$ cat config.mk
export PLATFORM = sky130hd
export DESIGN_NAME = mem_port_arbiter
export DESIGN_NICKNAME = d
export VERILOG_FILES = /design/src/rtl/mem_port_arbiter.sv
export SDC_FILE = /design/constraint.sdc
export NUM_CORES = 1
export LEC_CHECK = 0
export CAP_MARGIN = 20
export CORE_ASPECT_RATIO = 1.2
export CORE_MARGIN = 8
export CORE_UTILIZATION = 37
export CTS_CLUSTER_DIAMETER = 150
export DETAILED_ROUTE_END_ITERATION = 12
export HOLD_SLACK_MARGIN = 0.12
export PLACE_DENSITY = 0.95
export RECOVER_POWER = 50
export SLEW_MARGIN = 5
export SYNTH_ARGS = -nofsm -noshare
export SYNTH_HDL_FRONTEND = slang
export SYNTH_SLANG_ARGS = --single-unit
$ cat constraint.sdc
create_clock -name clk -period 4.92 [get_ports clk]
set_clock_uncertainty 0.05 [all_clocks]
set_input_delay 0.492 -clock clk [delete_from_list [all_inputs] [get_ports clk]]
set_output_delay 0.492 -clock clk [all_outputs]
set_load 0.1 [all_outputs]
$ cat src/rtl/mem_port_arbiter.sv
`default_nettype none
// ============================================================================
// Module   : mem_port_arbiter
// Purpose  : Arbitrates an instruction-fetch port and a data port onto one
//            shared memory port. Data wins by default; the selected request
//            is latched at grant so the shared port is unaffected by
//            requester changes while a transaction is in flight.
// Ports    : clk, rst (async, active high)
//            imem_read/imem_addr -> imem_rdata/imem_resp       fetch side
//            dmem_read/dmem_write/dmem_addr/dmem_wdata/
//            dmem_byte_enable    -> dmem_rdata/dmem_resp       data side
//            mem_read/mem_write/mem_address/mem_wdata/
//            mem_byte_enable     <- mem_rdata/mem_resp         shared port
//            busy                                              txn outstanding
// Config   : MEM_ARB_STARVE_GUARD_EN enables the fetch starvation guard;
//            STARVE_LIMIT sets how many data grants fetch may wait through.
// Revision : 1.0 - initial release
// ============================================================================
module mem_port_arbiter #(
    parameter int STARVE_LIMIT = 4
) (
    input  logic        clk,
    input  logic        rst,
    input  logic        imem_read,
    input  logic [31:0] imem_addr,
    output logic [31:0] imem_rdata,
    output logic        imem_resp,
    input  logic        dmem_read,
    input  logic        dmem_write,
    input  logic [31:0] dmem_addr,
    input  logic [31:0] dmem_wdata,
    input  logic [3:0]  dmem_byte_enable,
    output logic [31:0] dmem_rdata,
    output logic        dmem_resp,
    output logic        mem_read,
    output logic        mem_write,
    output logic [31:0] mem_address,
    output logic [31:0] mem_wdata,
    output logic [3:0]  mem_byte_enable,
    input  logic [31:0] mem_rdata,
    input  logic        mem_resp,
    output logic        busy
);

    typedef enum logic [1:0] {
        S_IDLE  = 2'd0,
        S_FETCH = 2'd1,
        S_DATA  = 2'd2
    } state_t;

    state_t      r_state;
    state_t      w_next;
    logic        w_grant_data;
    logic        w_grant_fetch;
    logic        w_fetch_first;

    logic [31:0] r_addr;
    logic [31:0] r_wdata;
    logic [3:0]  r_be;
    logic        r_write;

`ifdef MEM_ARB_STARVE_GUARD_EN
    localparam int C_CW = (STARVE_LIMIT < 1) ? 1 : $clog2(STARVE_LIMIT + 1);
    localparam logic [C_CW-1:0] C_LIMIT = C_CW'(STARVE_LIMIT);

    logic [C_CW-1:0] r_starve_cnt;

    // Once fetch has waited through STARVE_LIMIT data grants it takes the next slot.
    assign w_fetch_first = (r_starve_cnt == C_LIMIT);

    always_ff @(posedge clk or posedge rst) begin
        if (rst) begin
            r_starve_cnt <= '0;
        end else if (w_grant_fetch) begin
            r_starve_cnt <= '0;
        end else if (w_grant_data && imem_read && (r_starve_cnt != C_LIMIT)) begin
            r_starve_cnt <= r_starve_cnt + 1'b1;
        end
    end
`else
    logic w_unused_starve_limit;
    assign w_unused_starve_limit = (STARVE_LIMIT > 0);
    assign w_fetch_first         = 1'b0;
`endif

    // Grants are only made from IDLE, which also enforces the idle gap
    // between back-to-back transactions.
    always_comb begin
        w_grant_data  = 1'b0;
        w_grant_fetch = 1'b0;
        w_next        = r_state;
        case (r_state)
            S_IDLE: begin
                w_grant_data  = (dmem_read | dmem_write) & ~(imem_read & w_fetch_first);
                w_grant_fetch = imem_read & ~w_grant_data;
                if (w_grant_data) begin
                    w_next = S_DATA;
                end else if (w_grant_fetch) begin
                    w_next = S_FETCH;
                end
            end
            S_FETCH: if (mem_resp) w_next = S_IDLE;
            S_DATA:  if (mem_resp) w_next = S_IDLE;
            default: w_next = S_IDLE;
        endcase
    end

    always_ff @(posedge clk or posedge rst) begin
        if (rst) begin
            r_state <= S_IDLE;
        end else begin
            r_state <= w_next;
        end
    end

    // Request capture. A simultaneous read+write is treated as a write;
    // reads always use all byte lanes.
    always_ff @(posedge clk or posedge rst) begin
        if (rst) begin
            r_addr  <= '0;
            r_wdata <= '0;
            r_be    <= '0;
            r_write <= 1'b0;
        end else if (w_grant_data) begin
            r_addr  <= dmem_addr;
            r_wdata <= dmem_wdata;
            r_be    <= dmem_write ? dmem_byte_enable : 4'hF;
            r_write <= dmem_write;
        end else if (w_grant_fetch) begin
            r_addr  <= imem_addr;
            r_wdata <= '0;
            r_be    <= 4'hF;
            r_write <= 1'b0;
        end
    end

    assign busy            = (r_state != S_IDLE);
    assign mem_read        = busy & ~r_write;
    assign mem_write       = (r_state == S_DATA) & r_write;
    assign mem_address     = r_addr;
    assign mem_wdata       = r_wdata;
    assign mem_byte_enable = r_be;

    // Responses are only forwarded while a transaction is owned; a stray
    // mem_resp in IDLE (e.g. after a reset abort) is dropped.
    assign imem_resp  = (r_state == S_FETCH) & mem_resp;
    assign dmem_resp  = (r_state == S_DATA)  & mem_resp;
    assign imem_rdata = mem_rdata;
    assign dmem_rdata = mem_rdata;

endmodule
`default_nettype wire
== Word level (Yosys, flattened, before mapping) ==
Index checks and enable logic that the tools add are counted.
Word-level totals
  bits in writable memories: 0
  latch bits: 0
  bits in read-only memories: 0
  word-level logic and storage cells: 37
  input bits: 138
  memories kept: 0
  flip-flop bits (word level): 71
  output and inout bits: 137
Operators by class
  shift-type cells: 0
  divide/modulo/power cells: 0
  multiply operators: 0
  equal/unequal tests: 4
  multiplexer cells: 15
  $add $sub $neg: 0
  reduce and logical (&&, ||, !) cells: 5
  magnitude comparators: 0
  bitwise logic cells: 8
Operators with widths (number)
  32-bit two-way mux: 4
  4-bit two-way mux: 3
  2-bit two-way mux: 3
  1-bit bitwise AND: 5
  1-bit two-way mux: 4
  2-bit one-hot mux with 2 select lines: 1
  2-bit nonzero test: 2
  3-bit inequality test, second input constant: 1
  2-bit by 1-bit == test with 1-bit output, second input constant: 1
  2-bit == test, second input constant: 1
  2-bit logical NOT: 1
  2-bit by 1-bit inequality test with 1-bit output, second input constant: 1
  1-bit inverter: 2
  2-bit AND reduction: 1
  2-bit OR reduction: 1
  1-bit bitwise OR: 1

== Depth between registers and ports, before layout ==
Gate-level depths: netlist of the first run.
  depth in word-level cells: 6
  depth in mapped cells: 8
  mapped depth without buffers: 5

== Worst setup path after synthesis of the first run ==
Ideal clock, no wire load.
  kind: reg-to-output
  start: register r_state[0]
  end: output port mem_read
  cell stages (with the launch flop): 4
  buffers on the path: 0
  slack: 2.412 ns
  required time: 4.378 ns
  arrival: 1.966 ns
  cells stage by stage: dfrtp_1 -> inv_1 -> ha_1 -> nor2_1
Between the ends
  word-level cells in the longest chain between the ends: 2
Ends and longest elaborated chain
  start: declaration: line 51  | state_t r_state;
  start signal: assignment: line 112  | r_state <= w_next;
  2-bit nonzero test: line 137  | assign busy = (r_state != S_IDLE);
  1-bit bitwise AND: line 138  | assign mem_read = busy & ~r_write;
  end: declaration: line 35  | output logic mem_read,
No other way between the ends.

== Worst setup path in the final report of the first run ==
  start: input port dmem_write
  end: register r_addr[25], in the netlist mem_address[25]
Between the ends
  word-level cells in the longest chain between the ends: 5
  elaborated cells between the ends (all ways): 7
  classes of those cells: mux (3); bitwise (3); reduce/logical (1)
Ends and longest elaborated chain
  start: declaration: line 29  | input logic dmem_write,
  1-bit bitwise OR (*): line 94  | w_grant_data = (dmem_read | dmem_write) & ~(imem_read & w_fetch_first);
  1-bit inverter: line 95  | w_grant_fetch = imem_read & ~w_grant_data;
  1-bit bitwise AND: line 95
  1-bit two-way mux: line 92  | case (r_state)
  2-bit nonzero test (no line)
  end signal: assignment: line 125  | r_addr <= dmem_addr;
  end signal: assignment: line 130  | r_addr <= imem_addr;
  end: declaration: line 57  | logic [31:0] r_addr;
Mark *: on every way between the ends. The rest lies on a longest branch, timed or not.
A chain may end at the register's enable or synchronous reset.

==> results.json, run 1 <==
{
  "period_needed_ps": 3090,
  "syn_area_um2": 3650,
  "violations": "capacitance limit, slew limit",
  "max_freq_ghz": 0.323,
  "antenna_found_initial": 1,
  "dr.pass1.iters": 4,
  "nets": 637,
  "die_w_um": 107,
  "synth_seq_cells": 71,
  "wire_per_inst_um": 17.2,
  "grt_max_degree": 85,
  "holdPathStages": 2,
  "synth_cell_types": 18,
  "drive_gt1_share_pct": 4.20,
  "grtUsageMet2_pct": 27.5,
  "final_common_cell": "clkdlybuf4s50_1",
  "n_fill_cell": 818,
  "arrival_ps": 3160,
  "h-tree-depth": 3,
  "grt_pass1_vias": 3197,
  "numPortBuffers": 178,
  "drc": 0,
  "gr-usage-met3_pct": 6.88,
  "timing.final.crit_share_pct": 62.9,
  "synth_nets": 528,
  "core_area_um2": 9560,
  "endpoint_kind": "register",
  "initial_utilization_pct": 38.1,
  "rsz0062_at_grt": "no",
  "crit_path_start_kind": "input pin",
  "diodes": 0,
  "gp_congestion": 0.741,
  "drv_slew": 127,
  "synth-seq-area-share_pct": 48.7,
  "syn_inst": 386,
  "clkLatencyLatePin_ps": 320,
  "finalSetupViolCount": 0,
  "worst-setup-path-type": "in -> reg",
  "routed_via_density": 4.78,
  "seq_area_um2": 1780,
  "outcome": "finished, violations left",
  "gr-total-overflow": 0,
  "worstMarginPinSlew_ps": 1820,
  "vias": 2976,
  "syn_to_final_growth_pct": 44.7,
  "drt_iter0_drc": 73,
  "mostFrequentLayoutCells": "clkdlybuf4s50_1, nand2_1, dfrtp_1, o21ai_0, mux2i_1",
  "max-cap-violations": 2,
  "multi_input_area_um2": 1210,
  "ios": 275,
  "hold_viol_final": 0,
  "gr-usage-all-layers_pct": 15.9,
  "fp.dieArea_um2": 13300,
  "row_count": 39,
  "grt_pass1_wl_mm": 16.7,
  "clkSlewWorstSetupHoldPaths_ps": 60,
  "cts_hold_buf": 0,
  "clock_path_buffers": 2,
  "r2r_cells": 5,
  "relSlewSlack_pct": -21.5,
  "final_core_util_pct": 55.2,
  "cts_tree": "built",
  "post_cts_buffers": 0,
  "cts.repair.resized": 0,
  "top_usage_layer": "met2",
  "dp_hpwl_mm": 8.52,
  "ys_warn_count": 0,
  "die_height_um": 125,
  "cts_root_buffer": "clkbuf_16",
  "synth.avg_cell_area_um2": 9.45,
  "numCtsBuffers": 9,
  "clock-sinks": 71,
  "use_met1_pct": 15.6,
  "cp_max_fo": 54,
  "tns_ps": 0,
  "ant_nets": 0,
  "hp-class": "reg -> reg",
  "wl_mm": 10.7,
  "required_ps": 4980
}
Yosys cell counts:
cell      number  area, um2
clkbuf_1       2       7.51
inv_1          6       22.5
clkbuf_2       4       20.0
o31ai_4        1       21.3
dfrtp_1       71       1780
buf_2          8       40.0
buf_6          7       78.8
mux2i_1       34        340
nor2_1         6       22.5
a32oi_1        1       8.76
buf_4         64        480
o21ai_0       58        290
nand2_1      103        387
o21ai_4        1       16.3
o21ai_1       12       60.1
and2_1         3       18.8
o21a_1         1       7.51
ha_1           4       50.1
logic make-up after synthesis:
kind of cell | count (synthesis) | synth area share (%)
AND/OR/NAND/NOR | 112 | 11.7
multiplexers | 34 | 9.33
AO/OA/AOI/OAI | 74 | 11.1
buffers and inverters | 91 | 17.8
flip-flops | 71 | 48.7
adder cells (fa/ha/maj) | 4 | 1.37
state kept, by name (all words and copies together) (netlist names):
signal / count
mem_address: 32
mem_byte_enable: 4
mem_wdata: 32
r_state: 2
r_write: 1
worst paths after layout:
| kind | start | to | slack [ps] |
|---|---|---|---|
| setup / recovery | dmem_write | mem_address[25] | 1830 |
| hold / removal | mem_byte_enable[3] | mem_byte_enable[3] | 420 |
| setup reg to reg | r_state[0] | mem_address[25] | 2200 |
| hold reg to reg | mem_byte_enable[3] | mem_byte_enable[3] | 420 |
| max in group asynchronous | rst | mem_wdata[26] | 2620 |
| min in group asynchronous | rst | mem_address[30] | 1170 |
routing by layer:
| metal | part of all wire (%) | up-vias | routed length (um) |
|---|---|---|---|
| met4 | 3.8 | 2 | 411 |
| met2 | 50 | 164 | 5330 |
| li1 | - | 1408 | - |
| met3 | 9.9 | 45 | 1060 |
| met5 | 0.12 | - | 13 |
| met1 | 36 | 1357 | 3900 |
stage by stage:
stage / worst slack, ps / area, um2 / hold WS [ps] / cells
6_report: 1830 / 5280 / 425 / 623
5_1_grt: 1450 / 5280 / 459 / 623
4_1_cts: 2010 / 5300 / 434 / 623
3_5_place_dp: 2120 / 5010 / 422 / 607
3_3_place_gp: 2130 / 4990 / 412 / 606
2_1_floorplan: 2410 / 3650 / 415 / 386
final cells by class:
type                    instances  area share (%)
inverters                       6           0.427
multi-input cells             224            22.9
well taps                     123            2.91
flip-flops and latches         71            33.6
repair buffers                183            34.7
clock buffers                  11            4.79
clock inverters                 5           0.616
critical path: stages:
cell	delay, ps
dlygate4sd3_1	650
o31ai_1	340
clkbuf_1	1340
o21ai_0	310
Power of run 1 is not shown: default switching activity piles up to over one toggle a cycle in this logic, so the estimate is an artifact.
==> run 2: changes to the inputs <==
Settings changed: CORE_UTILIZATION 37 to 31, PLACE_DENSITY 0.95 to 0.86.
Clock period 4.92 ns to 2.8 ns, I/O delays scaled along.
==> run 2 against run 1 <==
The flow now finishes without violations. Worst setup slack got worse by 970 ps. Via count shrank 2.9%. Non-clock buffer count unchanged. Final area down 3.5%. Wire length decreased by 4.3%. Register-to-register slack got worse by 1300 ps. Cell count up 5.5%.
==> results.json, run 2 (synthesized netlist as in run 1, its figures left out) <==
{
  "relSlewSlack_pct": 17.6,
  "antenna_found_initial": 0,
  "syn_to_final_growth_pct": 39.6,
  "crit_path_start_kind": "register",
  "finalSetupViolCount": 0,
  "numCtsBuffers": 9,
  "grtUsageMet2_pct": 23.5,
  "drt_iter0_drc": 129,
  "gp_congestion": 0.848,
  "cts_hold_buf": 0,
  "drv_slew": 0,
  "slowest_delay_ps": 470,
  "clkSlewWorstSetupHoldPaths_ps": 60,
  "wire_per_inst_um": 15.6,
  "endpoint_kind": "register",
  "arrival_ps": 2060,
  "clkLatencyLatePin_ps": 320,
  "drc": 0,
  "mostFrequentLayoutCells": "clkdlybuf4s50_1, nand2_1, dfrtp_1, o21ai_0, buf_4",
  "ios": 275,
  "die_height_um": 135,
  "max_freq_ghz": 0.515,
  "dr.pass1.iters": 4,
  "routed_via_density": 4.40,
  "crit_slowest_cell": "buf_4",
  "clock_path_buffers": 2,
  "nets": 637,
  "gr-usage-all-layers_pct": 13.5,
  "cp_cell_sequence": "inv_1 > ha_1 > o21ai_4 > buf_4 > mux2i_1 > o21ai_0",
  "dp_hpwl_mm": 8.04,
  "hold_viol_final": 0,
  "core_area_um2": 11500,
  "worst-setup-path-type": "reg -> reg",
  "ant_nets": 0,
  "outcome": "finished, final reports clean",
  "rsz0062_at_grt": "no",
  "top_usage_layer": "met2",
  "gr-total-overflow": 0,
  "grt_pass1_wl_mm": 16.7,
  "grt_max_degree": 139,
  "gr-usage-met3_pct": 4.56,
  "tns_ps": 0,
  "use_met1_pct": 14.3,
  "cts_root_buffer": "clkbuf_16",
  "row_count": 43,
  "initial_utilization_pct": 31.7,
  "n_fill_cell": 1174,
  "grt_pass1_vias": 3249,
  "cts.repair.resized": 0,
  "hp-class": "reg -> reg",
  "die_w_um": 115,
  "drive_gt1_share_pct": 12.4,
  "vias": 2890,
  "final_core_util_pct": 44.2,
  "wl_mm": 10.3,
  "fp.dieArea_um2": 15500,
  "period_needed_ps": 1940,
  "final_area_um2": 5090,
  "timing.final.crit_share_pct": 69.3,
  "placed_cell_area_um2": 4870,
  "final_common_cell": "clkdlybuf4s50_1",
  "post_cts_buffers": 0,
  "diodes": 0,
  "clock-sinks": 71,
  "cts_tree": "built",
  "worstMarginPinSlew_ps": 1240,
  "max-cap-violations": 0,
  "required_ps": 2920,
  "numPortBuffers": 178,
  "cp_max_fo": 32,
  "h-tree-depth": 3
}
==> run 2: cell type report <==
| type | instances | area, um2 | share of cell area [%] |
|---|---|---|---|
| clock buffers | 10 | 239 | 4.69 |
| multi-input cells | 224 | 1220 | 24.0 |
| well taps | 157 | 196 | 3.86 |
| clock inverters | 6 | 115 | 2.26 |
| flip-flops and latches | 71 | 1780 | 34.9 |
| repair buffers | 183 | 1520 | 29.9 |
| inverters | 6 | 22.5 | 0.442 |
==> run 2: final timing paths <==
path	slack [ps]	endpoint	cells past startpoint	startpoint
max	860	mem_address[29]	6	r_state[0]
min	430	mem_address[5]	2	mem_address[5]
max reg2reg	860	mem_address[29]	6	r_state[0]
min reg2reg	430	mem_address[5]	2	mem_address[5]
max in group asynchronous	1180	mem_address[16]	3	rst
min in group asynchronous	570	mem_wdata[15]	2	rst
==> run 2: critical path: cells and delay by family, from the launching register on <==
kind                     cells  cell delay (ps)
flip-flops                   1              350
buffers and inverters        2              560
AO/OA/AOI/OAI                2              200
adder cells (fa/ha/maj)      1              320
multiplexers                 1              270
==> run 2: routing by layer <==
layer	share of wire, %	vias to the layer above
li1	-	1412
met1	39	1314
met2	49	126
met3	8.3	38
met4	3.1	0
met5	0	-
==> run 2: metrics by stage <==
stage	std cells	worst slack (ps)	hold slack, ps
floorplan	386	504	357
global placement	641	785	413
detailed placement	641	648	423
CTS	657	840	281
global route	657	751	452
finish	657	860	429
Power of run 2 is left out for the same reason.
